--- config.mk ---
export PLATFORM = sky130hd
export DESIGN_NAME = entrada_de_dados
export DESIGN_NICKNAME = d
export VERILOG_FILES = /design/src/rtl/entrada_pkg.sv /design/src/rtl/debounce_botao.sv /design/src/rtl/entrada_de_dados.sv
export SDC_FILE = /design/constraint.sdc
export NUM_CORES = 1
export LEC_CHECK = 0
export ABC_AREA = 0
export CELL_PAD_IN_SITES_DETAIL_PLACEMENT = 1
export CELL_PAD_IN_SITES_GLOBAL_PLACEMENT = 1
export CORE_ASPECT_RATIO = 1.2
export CORE_UTILIZATION = 40
export CTS_CLUSTER_SIZE = 14
export DETAILED_ROUTE_END_ITERATION = 16
export PLACE_DENSITY_LB_ADDON = 0.1
export SYNTH_ARGS = -nofsm -noshare
export SYNTH_HDL_FRONTEND = slang
export SYNTH_SLANG_ARGS = --single-unit
--- constraint.sdc ---
create_clock -name clock -period 9.18 [get_ports clock]
set_clock_uncertainty 0.05 [all_clocks]
set_input_delay 2.754 -clock clock [delete_from_list [all_inputs] [get_ports clock]]
set_output_delay 2.754 -clock clock [all_outputs]
set_load 0.01 [all_outputs]
--- src/rtl/entrada_pkg.sv ---
// rtl/entrada_pkg.sv - shared types and constants for the switch input peripheral
package entrada_pkg;

  localparam int DATA_W = 32;

  // endereco[0] selects how the captured switches are widened
  localparam logic EXT_ZERO  = 1'b0;
  localparam logic EXT_SINAL = 1'b1;

  typedef enum logic [1:0] {
    IDLE    = 2'd0,
    ESPERA  = 2'd1,
    LIBERA  = 2'd2,
    ENTREGA = 2'd3
  } estado_t;

endpackage

--- src/rtl/debounce_botao.sv ---
// rtl/debounce_botao.sv - synchronizer and debouncer for the active-low confirm button
module debounce_botao #(
  parameter int DEBOUNCE_CYCLES = 500000
) (
  input  logic clock,
  input  logic reset,
  input  logic raw,
  output logic nivel,
  output logic subida,
  output logic descida
);

  localparam int CW = $clog2(DEBOUNCE_CYCLES);
  localparam logic [CW-1:0] CNT_MAX = CW'(DEBOUNCE_CYCLES - 1);

  logic          raw_s1_q, raw_s2_q;
  logic          nivel_q, nivel_d;
  logic          subida_q, descida_q;
  logic [CW-1:0] cnt_q, cnt_d;
  logic          btn_sync;
  logic          vira;

  assign btn_sync = ~raw_s2_q;

  // Any sample that agrees with the accepted level restarts the stability run
  always_comb begin
    cnt_d = '0;
    vira  = 1'b0;
    if (btn_sync != nivel_q) begin
      if (cnt_q == CNT_MAX) begin
        vira = 1'b1;
      end else begin
        cnt_d = cnt_q + CW'(1);
      end
    end
  end

  assign nivel_d = nivel_q ^ vira;

  always_ff @(posedge clock or posedge reset) begin
    if (reset) begin
      raw_s1_q  <= 1'b1;
      raw_s2_q  <= 1'b1;
      nivel_q   <= 1'b0;
      cnt_q     <= '0;
      subida_q  <= 1'b0;
      descida_q <= 1'b0;
    end else begin
      raw_s1_q  <= raw;
      raw_s2_q  <= raw_s1_q;
      nivel_q   <= nivel_d;
      cnt_q     <= cnt_d;
      subida_q  <= vira & ~nivel_q;
      descida_q <= vira & nivel_q;
    end
  end

  assign nivel   = nivel_q;
  assign subida  = subida_q;
  assign descida = descida_q;

endmodule

--- src/rtl/entrada_de_dados.sv ---
// rtl/entrada_de_dados.sv - IN-instruction peripheral: stalls the CPU until a switch value is confirmed
module entrada_de_dados
  import entrada_pkg::*;
#(
  parameter int NUM_SW          = 16,
  parameter int DEBOUNCE_CYCLES = 500000
) (
  input  logic              clock,
  input  logic              reset,
  input  logic              IN,
  input  logic [DATA_W-1:0] endereco,
  input  logic [NUM_SW-1:0] SW,
  input  logic              KEY,
  output logic [DATA_W-1:0] dado_de_entrada,
  output logic              pausa,
  output logic              pronto
);

  localparam int PAD = DATA_W - NUM_SW;

  estado_t           estado_q, estado_d;
  logic [NUM_SW-1:0] sw_s1_q, sw_s2_q;
  logic [NUM_SW-1:0] cap_q, cap_d;
  logic [DATA_W-1:0] dado_q, dado_d;
  logic [DATA_W-1:0] estendido;
  logic              subida, descida;
  logic              nivel_unused;
  logic              endereco_unused;

  assign endereco_unused = ^endereco[DATA_W-1:1];

  debounce_botao #(
    .DEBOUNCE_CYCLES(DEBOUNCE_CYCLES)
  ) u_botao (
    .clock  (clock),
    .reset  (reset),
    .raw    (KEY),
    .nivel  (nivel_unused),
    .subida (subida),
    .descida(descida)
  );

  always_comb begin
    estendido = {{PAD{1'b0}}, cap_q};
    case (endereco[0])
      EXT_ZERO:  estendido = {{PAD{1'b0}}, cap_q};
      EXT_SINAL: estendido = {{PAD{cap_q[NUM_SW-1]}}, cap_q};
      default:   estendido = {{PAD{1'b0}}, cap_q};
    endcase
  end

  // Only an edge seen while waiting counts, so a button already held on entry is ignored
  always_comb begin
    estado_d = estado_q;
    cap_d    = cap_q;
    dado_d   = dado_q;
    pronto   = 1'b0;
    unique case (estado_q)
      IDLE: begin
        if (IN) estado_d = ESPERA;
      end
      ESPERA: begin
        if (!IN) begin
          estado_d = IDLE;
        end else if (subida) begin
          cap_d    = sw_s2_q;
          estado_d = LIBERA;
        end
      end
      LIBERA: begin
        if (!IN) begin
          estado_d = IDLE;
        end else if (descida) begin
          estado_d = ENTREGA;
        end
      end
      ENTREGA: begin
        pronto   = 1'b1;
        dado_d   = estendido;
        estado_d = IDLE;
      end
      default: estado_d = IDLE;
    endcase
  end

  always_ff @(posedge clock or posedge reset) begin
    if (reset) begin
      estado_q <= IDLE;
      sw_s1_q  <= '0;
      sw_s2_q  <= '0;
      cap_q    <= '0;
      dado_q   <= '0;
    end else begin
      estado_q <= estado_d;
      sw_s1_q  <= SW;
      sw_s2_q  <= sw_s1_q;
      cap_q    <= cap_d;
      dado_q   <= dado_d;
    end
  end

  // The CPU writes back in the ENTREGA cycle itself, so bypass the output register then
  assign pausa           = IN && (estado_q != ENTREGA);
  assign dado_de_entrada = (estado_q == ENTREGA) ? estendido : dado_q;

endmodule

## Word level (Yosys, flattened, before mapping)

Cells that the tools add are included.

| word-level totals | value |
|---|---|
| bits in registers | 106 |
| latch bits | 0 |
| RAM bits | 0 |
| ROM bits | 0 |
| input bits | 52 |
| word-level logic and storage cells | 44 |
| memories kept | 0 |

| cells by class | value |
|---|---|
| add/sub/neg operators | 1 |
| $mul | 0 |
| div/mod/pow operators | 0 |
| magnitude comparators | 0 |
| equal/unequal tests | 9 |
| shift-type cells | 0 |
| muxes and demuxes | 13 |
| bitwise logic cells | 6 |
| reductions and logical operators | 4 |

Operators with widths:

| cell | number |
|---|---|
| 32-bit one-hot mux with 2 select lines | 1 |
| 19-bit two-way mux | 2 |
| 32-bit two-way mux | 1 |
| 19-bit by 1-bit adder with 19-bit output (second input constant) | 1 |
| 19-bit == test (second input constant) | 1 |
| 2-bit two-way mux | 5 |
| 2-bit one-hot mux with 4 select lines | 1 |
| 3-bit by 2-bit inequality test with 1-bit output (second input constant) | 2 |
| 3-bit AND reduction | 2 |
| 2-bit == test (second input constant) | 2 |
| 2-bit inequality test (second input constant) | 2 |
| 1-bit two-way mux | 3 |
| 1-bit inverter | 3 |
| 1-bit AND | 2 |
| 2-bit by 1-bit == test with 1-bit output (second input constant) | 1 |
| 2-bit logical NOT | 1 |
| 1-bit logical AND | 1 |
| 1-bit inequality test | 1 |
| 1-bit bitwise XOR | 1 |

## Depth between registers and ports, before layout

Gate-level depths: netlist (run 1).

| logic depth | value |
|---|---|
| depth in word-level cells | 4 |
| depth in mapped cells | 6 |

## Cells and area by module

Synthesis (run 1) repeated with hierarchy kept, for this count alone.

| second synthesis, totals | value |
|---|---|
| cells, all modules | 260 |
| area, all modules | 3,849.9 um^2 |

By module, submodules not included:

| module | times used | cells an instance | area an instance (um^2) |
|---|---|---|---|
| entrada_de_dados | 1 | 148 | 2,701.3 |
| debounce_botao | 1 | 112 | 1,148.6 |

## Worst setup path after synthesis (run 1)

OpenSTA, ideal clock, no wires.

| timing path | value |
|---|---|
| path kind | input port to output port |
| start | in endereco[0] |
| end | out dado_de_entrada[21] |
| arrival | 3.544 ns |
| required time | 6.376 ns |
| setup slack | 2.832 ns |
| stages | 4 |
| cells stage by stage | and3_1 -> clkbuf_1 -> clkbuf_1 -> a21o_1 |

| between the ends | value |
|---|---|
| cells in the longest elaborated chain, start to end | 3 |

RTL lines:

| item | RTL line | text |
|---|---|---|
| start: declaration | entrada_de_dados.sv:11 | `input logic [DATA_W-1:0] endereco,` |
| 1-bit inverter | entrada_de_dados.sv:45 | `case (endereco[0])` |
| 32-bit one-hot mux with 2 select lines * | entrada_de_dados.sv:45 |  |
| 32-bit two-way mux * | -- |  |
| end: declaration | entrada_de_dados.sv:14 | `output logic [DATA_W-1:0] dado_de_entrada,` |

Mark *: on every way between the ends. The rest lies on a longest branch, timed or not. The select of a mux whose other input is x is not followed.

## Final worst setup path (run 1)

| timing path | value |
|---|---|
| start | in endereco[0] |
| end | out dado_de_entrada[24] |

Same word-level chain as after synthesis.

==> results of run 1 <==
[power breakdown]
group / leakage, nW / internal [mW] / switching (mW)
registers: 1.40 / 0.476 / 0.00347
clock network: 0.0806 / 0.104 / 0.151
logic: 0.799 / 0.0101 / 0.0128
[cell families after synthesis]
logic type / Yosys count
flip-flops: 106
AND/OR/NAND/NOR: 60
multiplexers: 33
AO/OA/AOI/OAI: 24
XOR/XNOR: 15
buffers and inverters: 15
adder cells (fa/ha/maj): 3
[registers in the layout, indices dropped and copies added (netlist names), 2 cells and up]
register and cells:
dado_q 32, u_botao.cnt_q 19, cap_q 16, sw_s1_q 16, sw_s2_q 16, estado_q 2
[final timing paths]
kind                             startpoint                   to  slack, ns  depth (start not counted)
setup / recovery                endereco[0]  dado_de_entrada[24]       1.94                          4
hold / removal                   sw_s1_q[1]           sw_s2_q[1]       0.30                          0
setup reg to reg           u_botao.cnt_q[9]     u_botao.cnt_q[2]       6.88                          4
hold reg to reg                  sw_s1_q[1]           sw_s2_q[1]       0.30                          0
max in group asynchronous             reset           sw_s1_q[1]       5.17                          3
min in group asynchronous             reset     u_botao.cnt_q[2]       2.66                          2
[worst reg2reg max path, cell delays in order (launching register included)]
cell and delay [ns]:
dfrtp_1 0.46, nor4b_1 0.33, nand4_1 0.22, o41ai_4 0.96
nor2_1 0.13
[routing by layer]
metal | wire (um) | GRT usage, %
met1 | 2940 | 19.4
met2 | 3220 | 23.5
met3 | 240 | 4.01
met4 | 129 | 7.60
met5 | 0 | 0
[stage by stage]
step / total power [mW] / hold WS (ns)
after floorplan: 0.498 / 0.281
after global placement: 0.512 / 0.283
after detailed placement: 0.513 / 0.286
after CTS: 0.769 / 0.300
after global routing: 0.791 / 0.315
final: 0.756 / 0.299
[placed cells by master (no fill, tap or decap), types with 3 or more instances in the layout]
| cell type | n |
|---|---|
| clkdlybuf4s50_1 | 54 |
| nand3_1 | 7 |
| nand2_1 | 6 |
| nor4_1 | 3 |
| o21ai_0 | 3 |
| a21o_1 | 16 |
| mux2_2 | 32 |
| and3_1 | 3 |
| ha_1 | 3 |
| inv_1 | 6 |
| dfrtp_1 | 104 |
| a21oi_1 | 3 |
| nand4_1 | 4 |
| or3_1 | 3 |
| clkbuf_8 | 10 |
| nor3_1 | 4 |
| nor2b_1 | 3 |
| xor2_1 | 5 |
| nor2_1 | 18 |
| xnor2_1 | 10 |
[cell type report]
| class | instances | share of cell area (%) |
|---|---|---|
| flip-flops and latches | 106 | 57.5 |
| multi-input cells | 135 | 22.9 |
| clock buffers | 10 | 2.98 |
| inverters | 7 | 0.624 |
| repair buffers | 56 | 12.0 |
| clock inverters | 4 | 0.624 |
| well taps | 120 | 3.25 |
==> results.sh, run 1 <==
export IMPL_outcome="completed"
export IMPL_postSynthCellCount=256
export IMPL_synth_simple_area_share_pct=8.87
export IMPL_crit_buf_inv=2
export IMPL_post_synth_fa_ha_maj_area_fraction_pct=0.993
export IMPL_grt_total_usage_pct=15.0
export IMPL_postCtsSetupRepairBufs=0
export IMPL_fmax_ghz=0.138
export IMPL_synthFlopType="dfrtp_1"
export IMPL_post_synth_mux_area_share_pct=9.80
export IMPL_total_leakage_power_nw=2.27
export IMPL_route_detailed_vias_per_inst=4.92
export IMPL_layout_cell_area_non_filler_sq_um=4610
export IMPL_timing_final_ws_setup_ns=1.94
export IMPL_synth_cell_area_sq_um=3780
export IMPL_grt_pass1_vias=2295
export IMPL_post_synthesis_sequential_element_count=106
export IMPL_antenna_left=0
export IMPL_cts_hold_repair_buffers=0
export IMPL_final_number_of_setup_violating_endpoints=0
export IMPL_synth_sequential_area_ratio_pct=70.3
export IMPL_rows=38
export IMPL_synth_common_cells="104 x dfrtp_1, 32 x mux2_2, 18 x nor2_1"
export IMPL_diodes=0
export IMPL_cts_inserted_buffers=9
export IMPL_final_period_minus_worst_setup_slack_ns=7.24
export IMPL_routability_congestion_estimate=0.822
export IMPL_final_min_period_over_clock_period_pct=78.9
export IMPL_synth_xor_area_share_pct=3.48
export IMPL_max_cap_violations=0
export IMPL_critical_path_cell_by_cell="clkdlybuf4s50_1, and3_1, a21o_1, clkdlybuf4s50_1"
export IMPL_slew_violations=0
export IMPL_port_buffer_count=54
export IMPL_cts_tree="done"
export IMPL_ys_warnings_count=0
export IMPL_detailed_place_area_sq_um=4450
export IMPL_detailedPlacementHpwl_um=4260
export IMPL_ir_drop_v=0.0000750
export IMPL_grt_start_max_net_pins=79
export IMPL_chipHeight_um=108
export IMPL_tightestPinTransition_ns=1.00
export IMPL_cts_sinks=106
export IMPL_cp_top_family="buffers and inverters"
export IMPL_postRouteWirelength_um=6530
export IMPL_effective_utilization_at_floorplan_pct=41.4
export IMPL_cpMaxStageDelayCell="clkdlybuf4s50_1"
export IMPL_synth_top_family_by_area="multiplexers"
export IMPL_post_synth_top_area_fraction_pct=68.9
export IMPL_finish_utilization_pct=50.5
export IMPL_hp_class="flop to flop"
export IMPL_synthToLayoutAreaGrowth_pct=22.1
export IMPL_asyncSetResetFlopFracSynth_pct=100
export IMPL_grt_remaining_overflow=0
export IMPL_finalSetupTns_ns=0
export IMPL_clock_tree_buffer_depth=2
export IMPL_cts_clk_slew_worst_paths_ns=0.09
export IMPL_finalNonFillerCells=438
export IMPL_die_width_um=90.7
export IMPL_worst_setup_path_end_kind="primary output"
export IMPL_post_place_cells=424
export IMPL_synth_compound_area_share_pct=4.87
export IMPL_timing_max_slew_rel_slack_pct=33.1
export IMPL_post_synth_edffs=0
export IMPL_detailedPlace_worstSlack_ns=1.91
export IMPL_timing_setup_critical_path_class="primary input to primary output"
export IMPL_critPathMostFrequentCell="clkdlybuf4s50_1"
export IMPL_synthesis_area_per_instance_sq_um=14.8
export IMPL_vias=2153
export IMPL_pwr_density_nw_per_um2=164
export IMPL_critical_path_maximum_fanout=16
export IMPL_first_pass_grt_wire_length_um=11300
export IMPL_firstDrtPassIters=4
export IMPL_ctsRootBufferMaster="clkbuf_8"
export IMPL_dieArea_sq_um=9840
export IMPL_seqCellArea_sq_um=2660
export IMPL_floorplan_io_pins=86
export IMPL_yosys_cell_types_count=32
export IMPL_cpPeakStageDelay_ns=0.54
export IMPL_post_cts_resized=0
export IMPL_number_of_violations_reported_at_the_end_of_detailed_routing_iteration_0=73
export IMPL_clk_latency_ns=0.37
export IMPL_yosysTopAreaCell="dfrtp_1"
export IMPL_crit_required_ns=6.38
export IMPL_finish_net_count=370
export IMPL_drc=0
export IMPL_initial_antenna_violation_count=0
export IMPL_syn_num_nets=311
export IMPL_critical_path_arrival_ns=4.44
export IMPL_rsz_0062_raised_after_global_routing="false"
export IMPL_critical_path_startpoint_type="primary input"
export IMPL_yosys_cell_count_top_type="dfrtp_1"
export IMPL_netlist_top_cells_area="dfrtp_1 69%, mux2_2 9.5%, a21o_1 3.2%"
export IMPL_report_final_hold_viol_count=0
export IMPL_area_of_combinational_cells_with_multiple_inputs_sq_um=1060
export IMPL_cts_htree_levels=3
export IMPL_n_fill_cell=922
export IMPL_routedWlPerCell_um=14.9
export IMPL_core_region_area_sq_um=9130
export IMPL_drive_above_1_share_pct=17.3
No activity file was read; power rests on OpenSTA's default activity.
==> run 2, diff against run 1 <==
- clock period: 9.18 -> 7.4 ns (I/O delays scaled with it)
==> run 2 against run 1 <==
  * Critical path depth is the same
  * Combinational power is 24% higher
  * Sequential share of layout area shrank 0.78 points
  * Register-to-register slack worse by 1.8 ns
  * Power rose by 35%
  * Critical path type unchanged
  * Critical endpoint is now dado_de_entrada[27]
  * Largest power group unchanged
==> results.sh, run 2 (synthesis results as in run 1) <==
export IMPL_worst_setup_path_end_kind="primary output"
export IMPL_postRouteWirelength_um=6560
export IMPL_first_pass_grt_wire_length_um=11200
export IMPL_reg2reg_slack_ns=5.13
export IMPL_regMostFlops="dado_q"
export IMPL_ir_drop_v=0.0000897
export IMPL_grt_total_usage_pct=15.0
export IMPL_post_cts_resized=0
export IMPL_dieArea_sq_um=9840
export IMPL_cts_tree="done"
export IMPL_crit_required_ns=5.13
export IMPL_mostFrequentLayoutCells="104 x dfrtp_1, 54 x clkdlybuf4s50_1, 32 x mux2_2"
export IMPL_min_from="sw_s1_q[13]"
export IMPL_rows=38
export IMPL_die_width_um=90.7
export IMPL_ctsRootBufferMaster="clkbuf_8"
export IMPL_final_period_minus_worst_setup_slack_ns=6.19
export IMPL_critical_path_startpoint_type="primary input"
export IMPL_slew_violations=0
export IMPL_core_region_area_sq_um=9130
export IMPL_grt_pass1_vias=2300
export IMPL_final_number_of_setup_violating_endpoints=0
export IMPL_finalSetupTns_ns=0
export IMPL_timing_max_slew_rel_slack_pct=37.1
export IMPL_n_fill_cell=929
export IMPL_rsz_0062_raised_after_global_routing="false"
export IMPL_cts_inserted_buffers=9
export IMPL_critical_path_arrival_ns=3.92
export IMPL_initial_antenna_violation_count=0
export IMPL_route_detailed_vias_per_inst=4.87
export IMPL_reg2reg_depth=4
export IMPL_cts_htree_levels=3
export IMPL_total_leakage_power_nw=2.31
export IMPL_routability_congestion_estimate=0.771
export IMPL_diodes=0
export IMPL_clock_tree_buffer_depth=2
export IMPL_routedWlPerCell_um=14.9
export IMPL_grt_remaining_overflow=0
export IMPL_port_buffer_count=54
export IMPL_cts_sinks=106
export IMPL_pwr_density_nw_per_um2=218
export IMPL_cts_hold_repair_buffers=0
export IMPL_final_min_period_over_clock_period_pct=83.6
export IMPL_postCtsSetupRepairBufs=0
export IMPL_dr_wl_met2_um=3400
export IMPL_biggestRegsByFlops="dado_q: 32 flops, u_botao.cnt_q: 19 flops"
export IMPL_number_of_violations_reported_at_the_end_of_detailed_routing_iteration_0=51
export IMPL_clk_latency_ns=0.36
export IMPL_floorplan_io_pins=86
export IMPL_firstDrtPassIters=4
export IMPL_report_final_hold_viol_count=0
export IMPL_timing_setup_critical_path_class="primary input to primary output"
export IMPL_drive_above_1_share_pct=17.8
export IMPL_detailedPlacementHpwl_um=4390
export IMPL_timing_rr_start="u_botao.cnt_q[9]"
export IMPL_met1_length_um=2820
export IMPL_r2r_end="u_botao.cnt_q[5]"
export IMPL_hp_class="flop to flop"
export IMPL_route_met3_wl_um=220
export IMPL_drc=0
export IMPL_max_cap_violations=0
export IMPL_chipHeight_um=108
export IMPL_topRoutingLayerUsed="met4"
export IMPL_finish_net_count=370
export IMPL_antenna_left=0
export IMPL_holdPathStages=0
export IMPL_whs_endpoint="sw_s2_q[13]"
export IMPL_fmax_ghz=0.162
export IMPL_mostFrequentLayoutCell="dfrtp_1"
export IMPL_outcome="completed"
export IMPL_cts_clk_slew_worst_paths_ns=0.10
export IMPL_synthToLayoutAreaGrowth_pct=23.8
export IMPL_grt_start_max_net_pins=71
export IMPL_hold_worst_slack_ns=0.307
export IMPL_critical_path_maximum_fanout=16
export IMPL_tightestPinTransition_ns=0.940
export IMPL_largest_register_ffs=32
export IMPL_effective_utilization_at_floorplan_pct=41.4
export IMPL_vias=2142
## run 2: changes by cell type in the layout (fill, tap and decap cells not counted), sizes merged
| cell | change |
|---|---|
| bufinv | +2 |
| clkinvlp | -2 |
| inv | +2 |
| clkbuf | -1 |
| clkinv | +1 |
## run 2: metal layers
metal,up-vias,track usage (%)
li1,993,-
met1,1107,18.1
met2,33,25.5
met3,9,3.94
met4,0,6.22
met5,-,0
## run 2: report_power, final
part	internal, mW	switching, mW	leakage [nW]	total, mW
clock network	0.197	0.199	0.116	0.395
logic	0.0124	0.0160	0.799	0.0284
registers	0.590	0.00437	1.40	0.594
total	0.799	0.219	2.31	1.02
## run 2: final cells by class
cell class | instances | area (sq um) | share of cell area [%]
timing repair buffer | 56 | 556 | 11.9
multi-input combinational | 135 | 1060 | 22.6
inverter | 7 | 28.8 | 0.615
sequential | 106 | 2660 | 56.8
clock buffer | 9 | 124 | 2.65
tap | 120 | 150 | 3.21
clock inverter | 7 | 106 | 2.27
## run 2: critical path, cell delays in order
cell	delay, ns
clkdlybuf4s50_1	0.46
and3_1	0.52
a21o_1	0.16
clkdlybuf4s50_1	0.55
## run 2: how the worst max path moves through the flow
stage,startpoint,endpoint,slack [ns],cells after the start
5_1_grt,endereco[0],dado_de_entrada[28],1.11,4
4_1_cts,endereco[0],dado_de_entrada[27],1.18,4
3_5_place_dp,endereco[0],dado_de_entrada[27],1.19,4
6_report,endereco[0],dado_de_entrada[27],1.21,4
3_3_place_gp,endereco[0],dado_de_entrada[27],1.22,4
2_1_floorplan,endereco[0],dado_de_entrada[21],2.12,4
## run 2: metrics by stage
step | instances | setup WS [ns] | instance area [sq um] | power [mW] | util, %
final | 440 | 1.21 | 4680 | 1.02 | 51.2
after global routing | 440 | 1.11 | 4680 | 1.06 | 51.2
after CTS | 440 | 1.18 | 4680 | 1.04 | 51.2
after detailed placement | 424 | 1.19 | 4450 | 0.636 | 48.7
after global placement | 424 | 1.22 | 4450 | 0.635 | 48.7
after floorplan | 256 | 2.12 | 3780 | 0.618 | -
